[src/rtl/arb_pkg.sv]
// Shared types and default sizing for the round-robin bus arbiter.
// Pure declarations; no timing or flow-control content.
package arb_pkg;

    localparam int ARB_N_REQ = 4;
    localparam int ARB_IDX_W = 2;

    typedef enum logic [1:0] {
        ARB_IDLE    = 2'd0,
        ARB_GRANT   = 2'd1,
        ARB_RECOVER = 2'd2
    } arb_state_t;

endpackage

[src/rtl/rr_pick.sv]
// Rotating-priority picker: first requester after last_owner, wrapping; combinational,
// zero latency, no flow control (pure function of its inputs).
module rr_pick
    import arb_pkg::*;
#(
    parameter int N_REQ = ARB_N_REQ,
    parameter int IDX_W = ARB_IDX_W
) (
    input  logic [N_REQ-1:0] req,
    input  logic [IDX_W-1:0] last_owner,
    output logic             any,
    output logic [IDX_W-1:0] winner_idx
);

    logic [IDX_W-1:0] cand;

    // Walk offsets from farthest to nearest so the nearest hit is the one left standing.
    always_comb begin
        any        = |req;
        winner_idx = last_owner;
        cand       = last_owner;
        for (int k = N_REQ; k >= 1; k--) begin
            cand = IDX_W'((int'(last_owner) + k) % N_REQ);
            if (req[cand]) begin
                winner_idx = cand;
            end
        end
    end

endmodule

[src/rtl/rr_bus_arbiter.sv]
// Round-robin bus arbiter with max-tenure preemption; grant appears 1 cycle after request,
// 1 turnaround cycle between tenures; no backpressure, requests are levels held by masters.
module rr_bus_arbiter
    import arb_pkg::*;
#(
    parameter int N_REQ    = ARB_N_REQ,
    parameter int IDX_W    = ARB_IDX_W,
    parameter int MAX_HOLD = 16,
    parameter int HOLD_W   = 5
) (
    input  logic             clk,
    input  logic             reset_,
    input  logic [N_REQ-1:0] req,
    input  logic             bus_release,
    output logic             gnt_vld,
    output logic [IDX_W-1:0] gnt_idx,
    output logic             timeout
);

    localparam logic [IDX_W-1:0]  LAST_RST  = IDX_W'(N_REQ - 1);
    localparam logic [HOLD_W-1:0] HOLD_MAX  = HOLD_W'(MAX_HOLD);
    localparam logic [HOLD_W-1:0] HOLD_LAST = (MAX_HOLD == 0) ? '0 : HOLD_W'(MAX_HOLD - 1);
    localparam bit                PREEMPT_EN = (MAX_HOLD != 0);

    arb_state_t       state, state_nxt;
    logic [HOLD_W-1:0] hold_cnt, hold_nxt;
    logic [IDX_W-1:0] last_owner, last_nxt;
    logic [IDX_W-1:0] gnt_idx_nxt;
    logic             gnt_vld_nxt;
    logic             timeout_nxt;

    logic             pick_any;
    logic [IDX_W-1:0] pick_idx;
    logic [N_REQ-1:0] owner_mask;
    logic             owner_req;
    logic             other_req;
    logic             expired;

    rr_pick #(
        .N_REQ (N_REQ),
        .IDX_W (IDX_W)
    ) u_pick (
        .req        (req),
        .last_owner (last_owner),
        .any        (pick_any),
        .winner_idx (pick_idx)
    );

    always_comb begin
        owner_mask          = '0;
        owner_mask[gnt_idx] = 1'b1;
        owner_req           = |(req & owner_mask);
        other_req           = |(req & ~owner_mask);
        // Counter saturates, so ">=" lets a late-arriving requester preempt immediately.
        expired             = PREEMPT_EN && (hold_cnt >= HOLD_LAST);
    end

    always_comb begin
        state_nxt   = state;
        gnt_vld_nxt = gnt_vld;
        gnt_idx_nxt = gnt_idx;
        timeout_nxt = 1'b0;
        hold_nxt    = hold_cnt;
        last_nxt    = last_owner;

        case (state)
            ARB_IDLE, ARB_RECOVER: begin
                gnt_vld_nxt = 1'b0;
                state_nxt   = ARB_IDLE;
                if (pick_any) begin
                    state_nxt   = ARB_GRANT;
                    gnt_vld_nxt = 1'b1;
                    gnt_idx_nxt = pick_idx;
                    hold_nxt    = '0;
                end
            end

            ARB_GRANT: begin
                if (hold_cnt != HOLD_MAX) begin
                    hold_nxt = hold_cnt + 1'b1;
                end
                if (bus_release || !owner_req) begin
                    state_nxt   = ARB_RECOVER;
                    gnt_vld_nxt = 1'b0;
                    last_nxt    = gnt_idx;
                end else if (expired && other_req) begin
                    state_nxt   = ARB_RECOVER;
                    gnt_vld_nxt = 1'b0;
                    last_nxt    = gnt_idx;
                    timeout_nxt = 1'b1;
                end
            end

            default: begin
                state_nxt   = ARB_IDLE;
                gnt_vld_nxt = 1'b0;
            end
        endcase
    end

    always_ff @(posedge clk or negedge reset_) begin
        if (!reset_) begin
            state      <= ARB_IDLE;
            gnt_vld    <= 1'b0;
            gnt_idx    <= '0;
            timeout    <= 1'b0;
            hold_cnt   <= '0;
            last_owner <= LAST_RST;
        end else begin
            state      <= state_nxt;
            gnt_vld    <= gnt_vld_nxt;
            gnt_idx    <= gnt_idx_nxt;
            timeout    <= timeout_nxt;
            hold_cnt   <= hold_nxt;
            last_owner <= last_nxt;
        end
    end

endmodule
[config.mk]
export PLATFORM = sky130hd
export DESIGN_NAME = rr_bus_arbiter
export DESIGN_NICKNAME = d
export VERILOG_FILES = /design/src/rtl/arb_pkg.sv /design/src/rtl/rr_pick.sv /design/src/rtl/rr_bus_arbiter.sv
export SDC_FILE = /design/constraint.sdc
export NUM_CORES = 1
export LEC_CHECK = 0
export ABC_CLOCK_PERIOD_IN_PS = 2600
export BUFFER_PORTS_ARGS = -buffer_cell sky130_fd_sc_hd__buf_2
export CAP_MARGIN = 10
export CORE_MARGIN = 1
export CORE_UTILIZATION = 55
export CTS_BUF_LIST = sky130_fd_sc_hd__clkbuf_4
export DETAILED_ROUTE_END_ITERATION = 7
export GPL_TIMING_DRIVEN = 1
export HOLD_SLACK_MARGIN = 0.12
export PLACE_DENSITY = 0.75
export SLEW_MARGIN = 20
export SYNTH_ARGS = -nofsm -noshare
export SYNTH_HDL_FRONTEND = slang
export SYNTH_SLANG_ARGS = --single-unit
export TNS_END_PERCENT = 100
[constraint.sdc]
create_clock -name clk -period 2.6 [get_ports clk]
set_input_delay 0.52 -clock clk [delete_from_list [all_inputs] [get_ports clk]]
set_output_delay 0.52 -clock clk [all_outputs]
set_load 0.02 [all_outputs]
Word level (Yosys, flattened, before mapping)
Cells that the tools add are included.
Cells by class
  $add $sub $neg: 5
  $mul: 0
  div/mod/pow operators: 0
  $lt $le $gt $ge: 7
  eq/ne operators: 6
  shift-type cells: 0
  mux-type cells: 30
  bitwise gates (word level): 3
  reduce and logical (&&, ||, !) cells: 14
Operators with widths (number)
  $mux 2: 8
  $lt 2x3->1 const B: 5
  $mux 1: 12
  $reduce_or 4->1: 3
  $mux 5: 2
  $pmux 5 s2: 1
  $and 4x4->4: 2
  $bmux 1 s2: 4
  $add 5x1->5 const B: 1
  $ge 5x4->1 const B: 1
  $ne 5x5->1 const B: 1
  $add 2x1->2 const B: 2
  $add 2x2->2 const B: 2
  $ne 2x2->1 const B: 2
  $not 4->4: 1
  $pmux 2 s2: 1
  $reduce_and 2->1: 2
  $reduce_bool 2->1: 2
  $ne 3x3->1 const B: 1
  $reduce_and 3->1: 1
  $demux 1 s2: 1
  $eq 2x1->1 const B: 1
  $eq 2x2->1 const B: 1
  $ge 2x1->1 const B: 1
  6 further kinds: 7
Word-level totals
  register bits: 13
  bits in latches: 0
  bits in writable memories: 0
  ROM bits: 0
  input bits: 7
  output and inout bits: 4
  word-level logic and storage cells: 71
  memories: 0

Logic depth before layout (Yosys ltp)
Gate-level depths: netlist (run 1).
  word-level depth: 11
  mapped depth: 8
  depth with buffers taken out: 7

Cells and area by module
From an unflattened synthesis (run 1), not the netlist that was laid out.
Second synthesis, totals
  cell total of the unflattened synthesis: 80
  area total of the unflattened synthesis: 793.3 sq um
By module, submodules not included
  rr_bus_arbiter: instances 1, cells an instance 68, area an instance 706.9 sq um, sequential area each 302.8 sq um
  rr_pick: instances 1, cells an instance 12, area an instance 86.3 sq um, sequential area each 0.0 sq um

Worst setup path before layout (run 1)
No wires, ideal clock.
  kind: register to register
  start: reg hold_cnt[0]
  end: reg gnt_vld
  setup time: 0.120 ns
  arrival: 1.595 ns
  required time: 2.480 ns
  slack: 0.885 ns
  stages on the path, launching flop included: 9
  path buffers: 1
  period minus slack after synthesis: 1.715 ns
  cells stage by stage: dfrtp_1 ha_1 and3_1 ha_1 nor2_1 a22o_1 or2_1 buf_6 a31o_1
On the way
  longest elaborated chain between the ends: 3
Ends and longest elaborated chain
  start: declaration: RTL line rr_bus_arbiter.sv:26  | logic [HOLD_W-1:0] hold_cnt, hold_nxt;
  start signal: assignment: RTL line rr_bus_arbiter.sv:114  | hold_cnt <= hold_nxt;
  $ge 5x4->1: RTL line rr_bus_arbiter.sv:55  | expired = PREEMPT_EN && (hold_cnt >= HOLD_LAST);
  $logic_and 1x1->1: RTL line rr_bus_arbiter.sv:86  | end else if (expired && other_req) begin
  $ne 3x3->1 (no source line)
  end signal: assignment: RTL line rr_bus_arbiter.sv:111  | gnt_vld <= gnt_vld_nxt;
  end: declaration: RTL line rr_bus_arbiter.sv:15  | output logic gnt_vld,
Every way passes these cells.
A chain may end at the register's enable or synchronous reset.

Worst setup path in the final report (run 1)
  start: reg hold_cnt[1]
  end: reg gnt_vld
The elaborated chain is that of the path after synthesis.

==> results of run 1 <==
[final timing paths]
path | from | to | slack, ns | cells after the start
worst max-delay path | hold_cnt[1] | gnt_vld | 0.77 | 7
max in group asynchronous | reset_ | last_owner[0] | 1.66 | 2
min in group asynchronous | reset_ | hold_cnt[1] | 0.66 | 2
worst min-delay path | gnt_vld | gnt_vld | 0.51 | 1
worst min register to register | gnt_vld | gnt_vld | 0.51 | 1
worst max register to register | hold_cnt[1] | gnt_vld | 0.77 | 7
[cell usage after synthesis, drive strengths merged (2+ instances only)]
| library cell | number | share of area |
|---|---|---|
| a21oi | 3 | 0.018 |
| a31oi | 5 | 0.038 |
| buf | 3 | 0.029 |
| clkbuf | 2 | 0.0090 |
| dfrtp | 11 | 0.33 |
| dfstp | 2 | 0.063 |
| ha | 3 | 0.045 |
| inv | 5 | 0.023 |
| mux2 | 2 | 0.027 |
| mux2i | 3 | 0.036 |
| nand2 | 11 | 0.050 |
| nand2b | 2 | 0.015 |
| nand3 | 2 | 0.012 |
| nand4 | 2 | 0.015 |
| nor2 | 7 | 0.032 |
| nor3 | 3 | 0.018 |
| o2111ai | 2 | 0.021 |
| o211ai | 2 | 0.018 |
| o21ai | 2 | 0.012 |
| o22ai | 2 | 0.023 |
| or2 | 2 | 0.015 |
[cells by family (layout without fill, tap and decap cells)]
| family | Yosys count | count (layout) |
|---|---|---|
| compound gates | 22 | 22 |
| buf+inv | 10 | 21 |
| fa+ha+maj | 3 | 3 |
| simple gates | 36 | 36 |
| flops | 13 | 13 |
| mux | 6 | 6 |
[flip-flops by register name, summed over array words and instances (netlist names)]
name        flops
gnt_idx         2
gnt_vld         1
hold_cnt        5
last_owner      2
timeout         1
state           2
[per-layer routing]
layer | wire length [µm] | share of wire | vias up | global-route usage
met3 | 31 | 0.019 | 2 | 0.03261
met1 | 826 | 0.51 | 338 | 0.3209
met2 | 740 | 0.46 | 12 | 0.3672
met4 | 11 | 0.0068 | 0 | 0.1250
met5 | 0 | 0 | - | 0
li1 | - | - | 356 | -
[power by group through the flow]
stage                     combinational, µW  clock [µW]  sequential, µW
after global placement                  422           0             388
after CTS                               430         133             387
after global routing                    485         142             403
final                                   432         130             388
after detailed placement                427           0             391
after floorplan                         347           0             368
[layout make-up]
class                           count  area (µm²)
Timing Repair Buffer               12       67.56
Sequential cell                    13       327.8
Inverter                            5       18.77
Multi-Input combinational cell     67       455.4
Clock buffer                        3       22.52
Clock inverter                      1       5.005
Fill cell                         112       434.2
Tap cell                           15       18.77
[stage by stage]
| stage | hold WS (ns) | cell area [µm²] |
|---|---|---|
| after detailed placement | 0.4225 | 878.3 |
| after global routing | 0.5477 | 915.9 |
| after CTS | 0.5200 | 915.9 |
| final | 0.5095 | 915.9 |
| after global placement | 0.4181 | 878.3 |
| after floorplan | 0.2244 | 833.3 |
[repair_timing]
item                                   CTS  global route
endpoints found under the hold margin   11             0
buffers inserted                         0             0
hold buffers                             1             0
[critical path: stages (launching register included)]
cell	delay [ns]
dfrtp_1	0.43
ha_1	0.22
and3_1	0.16
ha_1	0.13
nor2_1	0.04
a22o_1	0.23
or2_1	0.29
a31o_1	0.22
==> results.txt, run 1 <==
HP Class - reg2reg
crit end category - register
die area - 0.001675 mm²
Clock Latency Late Sink - 0.28 ns
# rows - 13
hpwl dp - 1.189 mm
antenna-violating nets left - 0
CP arrival - 2.01 ns
Finished Core Util - 0.6784
Max Cap Viol - 0
Longest Clk Path Bufs - 2
share of the yosys chip area belonging to registers - 0.3934
f_max - 545.8 MHz
Slew Limit Fails - 0
cell area after synthesis - 833.3 µm²
Layout Nets - 112
Starting Density - 0.6172
VDD IR-drop max - 462.4 µV
syn nets - 100
cell area power density - 1037 mW/mm²
RSZ-0062 raised after global routing - no
library cells used by synthesis - 39
multiplexer share of the synthesized area - 0.09009
#FFs+latches synth - 13
Synth Flop Type - dfrtp_1
largest net degree at the start of global routing - 14
Die Wd - 40.93 µm
Critical Path RT - 2.78 ns
share of cells above drive strength 1 - 0.2376
number of synthesized flops with an enable pin - 0
Chip Height - 40.93 µm
Post-synth ARST share - 1.000
Antenna Diode Count - 0
DR DRC count - 0
IO buf count - 10
Period minus WS final - 1.832 ns
Internal - 537.8 µW
Core ar. - 0.001350 mm²
total negative slack - 0 ns
first-pass GRT wire length - 2.546 mm
CTS Root Cell - clkbuf_4
area grow syn2layout - 9.910%
period utilisation layout - 0.7046
Setup Skew - 0.0003863 ns
Setup CP Type - reg2reg
first-pass detailed-route iteration total - 4
Avg Cell Area, Syn - 9.259 µm²
via count - 708
Clock Sinks - 13
Worst slew margin - 0.7976
Final Hold Vio Count - 0
Leakage Power - 0.0004019 µW
placed instance count - 111
worst slew pin tran - 0.3008 ns
Switching Share - 0.4337
CTS clk-pin slew, worst paths - 0.09 ns
clock power share - 0.137
Post-Synth Adder-Cell Area - 0.04505
switching power - 411.9 µW
vias per cell - 6.103
Simple-Gate Fraction of Synth Area - 0.2222
final cell count without fillers - 116
critical path launch point type - register
initial antenna violation count - 0
GRT Residual Overflow - 0
H-tree levels - 1
XOR/XNOR share of the synthesized area - 0
Gate Count Post-Synth - 90
post-DR wirelength/cell - 13.88 µm
Ys Warns - 0
Crit Path Max Fanout - 6
total routing usage reported by global routing - 0.2386
CTS tree - built
setup ws final - 0.7679 ns
Routed WL - 1.610 mm
initial drt markers - 15
status - completed
I/O Pins - 11
sequential share of power - 0.408
clock buffer count from CTS - 3
Pwr Total - 949.8 µW
highest-count cells in the layout ignoring fill and taps - nand2_1, dfrtp_1, buf_2
vias in the first global route - 599
Comb power frac - 0.455
Synth Area in Compound Gates - 0.1892
largest family of logic cells by synthesized area - simple AND/OR/NAND/NOR gates
RePlAce Congestion - 0.7725
Setup Viol. Count Final - 0
setup slack at placement - 0.7665 ns
CTS resizes - 0
Power figures use the tool's default switching activity.
==> run 2: changes to the inputs <==
--- a/config.mk
+++ b/config.mk
@@ -5,7 +5,8 @@
 export SDC_FILE = /design/constraint.sdc
 export NUM_CORES = 1
 export LEC_CHECK = 0
-export ABC_CLOCK_PERIOD_IN_PS = 2600
+export ABC_AREA = 1
+export ABC_CLOCK_PERIOD_IN_PS = 1900
 export BUFFER_PORTS_ARGS = -buffer_cell sky130_fd_sc_hd__buf_2
 export CAP_MARGIN = 10
 export CORE_MARGIN = 1
@@ -14,7 +15,7 @@
 export DETAILED_ROUTE_END_ITERATION = 7
 export GPL_TIMING_DRIVEN = 1
 export HOLD_SLACK_MARGIN = 0.12
-export PLACE_DENSITY = 0.75
+export PLACE_DENSITY = 0.74
 export SLEW_MARGIN = 20
 export SYNTH_ARGS = -nofsm -noshare
 export SYNTH_HDL_FRONTEND = slang
==> constraint.sdc (replaced) <==
create_clock -name clk -period 1.9 [get_ports clk]
set_input_delay 0.38 -clock clk [delete_from_list [all_inputs] [get_ports clk]]
set_output_delay 0.38 -clock clk [all_outputs]
set_load 0.02 [all_outputs]
==> run 2 against run 1 <==
Sequential power up 31%; register-to-register slack worse by 0.45 ns; first-iteration DRC count up 60%; clock-buffer cell count up 1; utilization up 1.8 points; clock skew up 0.0028 ns; via count up 15%; non-clock buffer count down 1; critical path depth up 4; critical endpoint is now last_owner[0]; highest routed layer is now met3.
==> results.txt, run 2 <==
status - completed (unchanged)
Post-Synth Adder-Cell Area - 0.04412 (was 0.04505)
Synth top area share - 0.3235 (was 0.3303)
largest reg by FF count - hold_cnt (unchanged)
Worst R2R End - last_owner[0] (was gnt_vld)
HP Start - bus_release (was gnt_vld)
most common cell after layout, fill and taps aside - nand2_1
library cells used by synthesis - 20 (was 39)
Hold EP - timeout (was gnt_vld)
Setup CP Type - reg2reg (unchanged)
CP max stage cell - dfrtp_1 (unchanged)
XOR/XNOR share of the synthesized area - 0.01029 (was 0)
Die Wd - 41.33 µm (was 40.93 µm)
Gate Count Post-Synth - 125 (was 90)
DR DRC count - 0 (unchanged)
Crit Path Max Fanout - 4 (was 6)
number of synthesized flops with an enable pin - 0 (unchanged)
Final Hold Vio Count - 0 (unchanged)
CP arrival - 1.80 ns (was 2.01 ns)
clock power share - 0.125 (was 0.137)
Comb power frac - 0.525 (was 0.455)
M2 GR Usage - 0.3164 (was 0.3672)
Setup Skew - 0.003173 ns (was 0.0003863 ns)
hpwl dp - 1.318 mm (was 1.189 mm)
Worst slew margin - 0.8134 (was 0.7976)
cell area power density - 1525 mW/mm² (was 1037 mW/mm²)
total routing usage reported by global routing - 0.2193 (was 0.2386)
CTS resizes - 0 (unchanged)
Longest Clk Path Bufs - 2 (unchanged)
vias per cell - 5.299 (was 6.103)
antenna-violating nets left - 0 (unchanged)
RSZ-0062 raised after global routing - no (unchanged)
via count - 816 (was 708)
HP Class - in2reg (was reg2reg)
Starting Density - 0.6227 (was 0.6172)
Core ar. - 0.001366 mm² (was 0.001350 mm²)
# rows - 13 (unchanged)
Worst R2R Path Depth - 11 (was 7)
Clock Sinks - 13 (unchanged)
area grow syn2layout - 11.91% (was 9.910%)
worst path buffer plus inverter count - 0 (unchanged)
switching power - 712.6 µW (was 411.9 µW)
hold_buf cts - 1 (unchanged)
share of cells above drive strength 1 - 0.1942 (was 0.2376)
vias in the first global route - 544 (was 599)
clock buffer count from CTS - 3 (unchanged)
first-pass GRT wire length - 2.352 mm (was 2.546 mm)
most frequent cell after synthesis - nand2_1
Leakage Power - 0.0005130 µW (was 0.0004019 µW)
f_max - 632.9 MHz (was 545.8 MHz)
CTS clk-pin slew, worst paths - 0.07 ns (was 0.09 ns)
met3 usage - 0.09574 (was 0.03261)
total negative slack - 0 ns (unchanged)
CTS tree - built (unchanged)
first-pass detailed-route iteration total - 4 (unchanged)
Antenna Diode Count - 0 (unchanged)
RePlAce Congestion - 0.7662 (was 0.7725)
reg2reg setup slack - 0.32 ns (was 0.77 ns)
sequential share of power - 0.351 (was 0.408)
Clock Latency Late Sink - 0.27 ns (was 0.28 ns)
initial drt markers - 24 (was 15)
highest-count cells in the layout ignoring fill and taps - nand2_1, nand3_1, inv_1 (was nand2_1, dfrtp_1, buf_2)
share of the yosys chip area belonging to registers - 0.3853 (was 0.3934)
#FFs+latches synth - 13 (unchanged)
Max Cap Viol - 0 (unchanged)
critical path launch point type - register (unchanged)
Period minus WS final - 1.580 ns (was 1.832 ns)
Top cell by count, worst path - nand2_1 (was ha_1)
Synth Area in Compound Gates - 0.09265 (was 0.1892)
H-tree levels - 1 (unchanged)
Switching Share - 0.4909 (was 0.4337)
CTS Root Cell - clkbuf_4 (unchanged)
worst slew pin tran - 0.2798 ns (was 0.3008 ns)
period utilisation layout - 0.8316 (was 0.7046)
cell area after synthesis - 850.8 µm² (was 833.3 µm²)
Chip Height - 41.33 µm (was 40.93 µm)
Synth Flop Type - dfrtp_1 (unchanged)
Routed WL - 1.688 mm (was 1.610 mm)
IO buf count - 10 (unchanged)
max FFs per register - 5 (unchanged)
cell taking the most area after synthesis - dfrtp_1 (unchanged)
GRT Residual Overflow - 0 (unchanged)
Synth area leaders - dfrtp_1, nand2_1, nand3_1 (was dfrtp_1, dfstp_2, nand2_1)
I/O Pins - 11 (unchanged)
syn nets - 135 (was 100)
layer with the highest usage - met2 (unchanged)
FILL cells - 128 (was 112)
crit end category - register (unchanged)
Critical Path RT - 2.12 ns (was 2.78 ns)
Slew Limit Fails - 0 (unchanged)
CP top delay family - simple AND/OR/NAND/NOR gates (unchanged)
largest net degree at the start of global routing - 14 (unchanged)
Avg Cell Area, Syn - 6.807 µm² (was 9.259 µm²)
largest family of logic cells by synthesized area - simple AND/OR/NAND/NOR gates (unchanged)
setup slack at placement - 0.3563 ns (was 0.7665 ns)
Synth top cells by count - nand2_1, nand3_1, inv_1 (was dfrtp_1, nand2_1, nor2_1)
slowest cell delay on critical path - 0.40 ns (was 0.43 ns)
crit-path cells - ha_1 -> nand2_1 -> nor2_1 -> ha_1 -> nor2_1 -> o21ai_0 -> o21ai_2 -> nand2_2 -> nand2_4 -> nand2_1 -> nand2_1 (was ha_1 -> and3_1 -> ha_1 -> nor2_1 -> a22o_1 -> or2_1 -> a31o_1)
Internal - 739.0 µW (was 537.8 µW)
hold depth - 2 (was 1)
multiplexer share of the synthesized area - 0 (was 0.09009)
setup bufs post-CTS - 0 (unchanged)
Ys Warns - 0 (unchanged)
Layout Nets - 150 (was 112)
initial antenna violation count - 0 (unchanged)
FF-to-FF Start - hold_cnt[0] (was hold_cnt[1])
post-DR wirelength/cell - 10.96 µm (was 13.88 µm)
Post-synth ARST share - 1.000 (unchanged)
GR met1 Demand/Resource - 0.3131 (was 0.3209)
VDD IR-drop max - 1028 µV (was 462.4 µV)
setup ws final - 0.3200 ns (was 0.7679 ns)
Simple-Gate Fraction of Synth Area - 0.3794 (was 0.2222)
die area - 0.001708 mm² (was 0.001675 mm²)
Pwr Total - 1452 µW (was 949.8 µW)
Setup Viol. Count Final - 0 (unchanged)
## run 2: per-stage QoR
stage                     area (µm²)    util  instances  hold slack (ns)
final                          952.2  0.6969        154           0.2860
after global routing           952.2  0.6969        154           0.2698
after CTS                      952.2  0.6969        154           0.2743
after detailed placement       912.1  0.6676        149           0.2763
after global placement         912.1  0.6676        149           0.2761
after floorplan                850.8       -        125          0.08441
## run 2: layout make-up
type                       instances  area [µm²]  share of cell area
clock buffer                       4       30.03             0.03154
tap                               15       18.77             0.01971
inverter                          18       67.56             0.07096
multi-input combinational         93       447.9              0.4704
sequential                        13       327.8              0.3443
timing repair buffer              11       60.06             0.06307
## run 2: kinds of logic (layout without fill, tap and decap cells)
logic type                 Yosys count  in the layout
and+or+nand+nor                     74             74
AOI/OAI and AO/OA                   15             15
xor gates and xnor gates             1              1
buffers and inverters               19             33
adders and majority gates            3              3
DFF                                 13             13
## run 2: worst register-to-register path: stages, from the launching register on
cell	delay (ns)
dfrtp_1	0.40
ha_1	0.21
nand2_1	0.08
nor2_1	0.05
ha_1	0.18
nor2_1	0.07
o21ai_0	0.11
o21ai_2	0.11
nand2_2	0.12
nand2_4	0.09
nand2_1	0.05
nand2_1	0.06
## run 2: metal layers
metal / vias to the layer above / routed length (µm)
li1: 428 / -
met3: 0 / 88
met2: 22 / 696
met1: 366 / 903
met4: 0 / 0
met5: - / 0
## run 2: worst max path at each step
| stage | start | to | slack [ns] | cells past startpoint |
|---|---|---|---|---|
| global placement | hold_cnt[0] | last_owner[0] | 0.43 | 11 |
| floorplan | hold_cnt[0] | last_owner[0] | 0.48 | 11 |
| finish | hold_cnt[0] | last_owner[0] | 0.32 | 11 |
| CTS | hold_cnt[0] | last_owner[0] | 0.33 | 11 |
| detailed placement | hold_cnt[0] | last_owner[0] | 0.36 | 11 |
| global route | hold_cnt[0] | last_owner[0] | 0.21 | 11 |
## run 2: power groups by stage
| stage | registers, µW | logic [µW] | clock network, µW |
|---|---|---|---|
| 6_report | 509 | 762 | 181 |
| 5_1_grt | 526 | 869 | 199 |
| 4_1_cts | 509 | 761 | 188 |
| 3_5_place_dp | 515 | 755 | 0 |
| 3_3_place_gp | 512 | 740 | 0 |
| 2_1_floorplan | 506 | 592 | 0 |
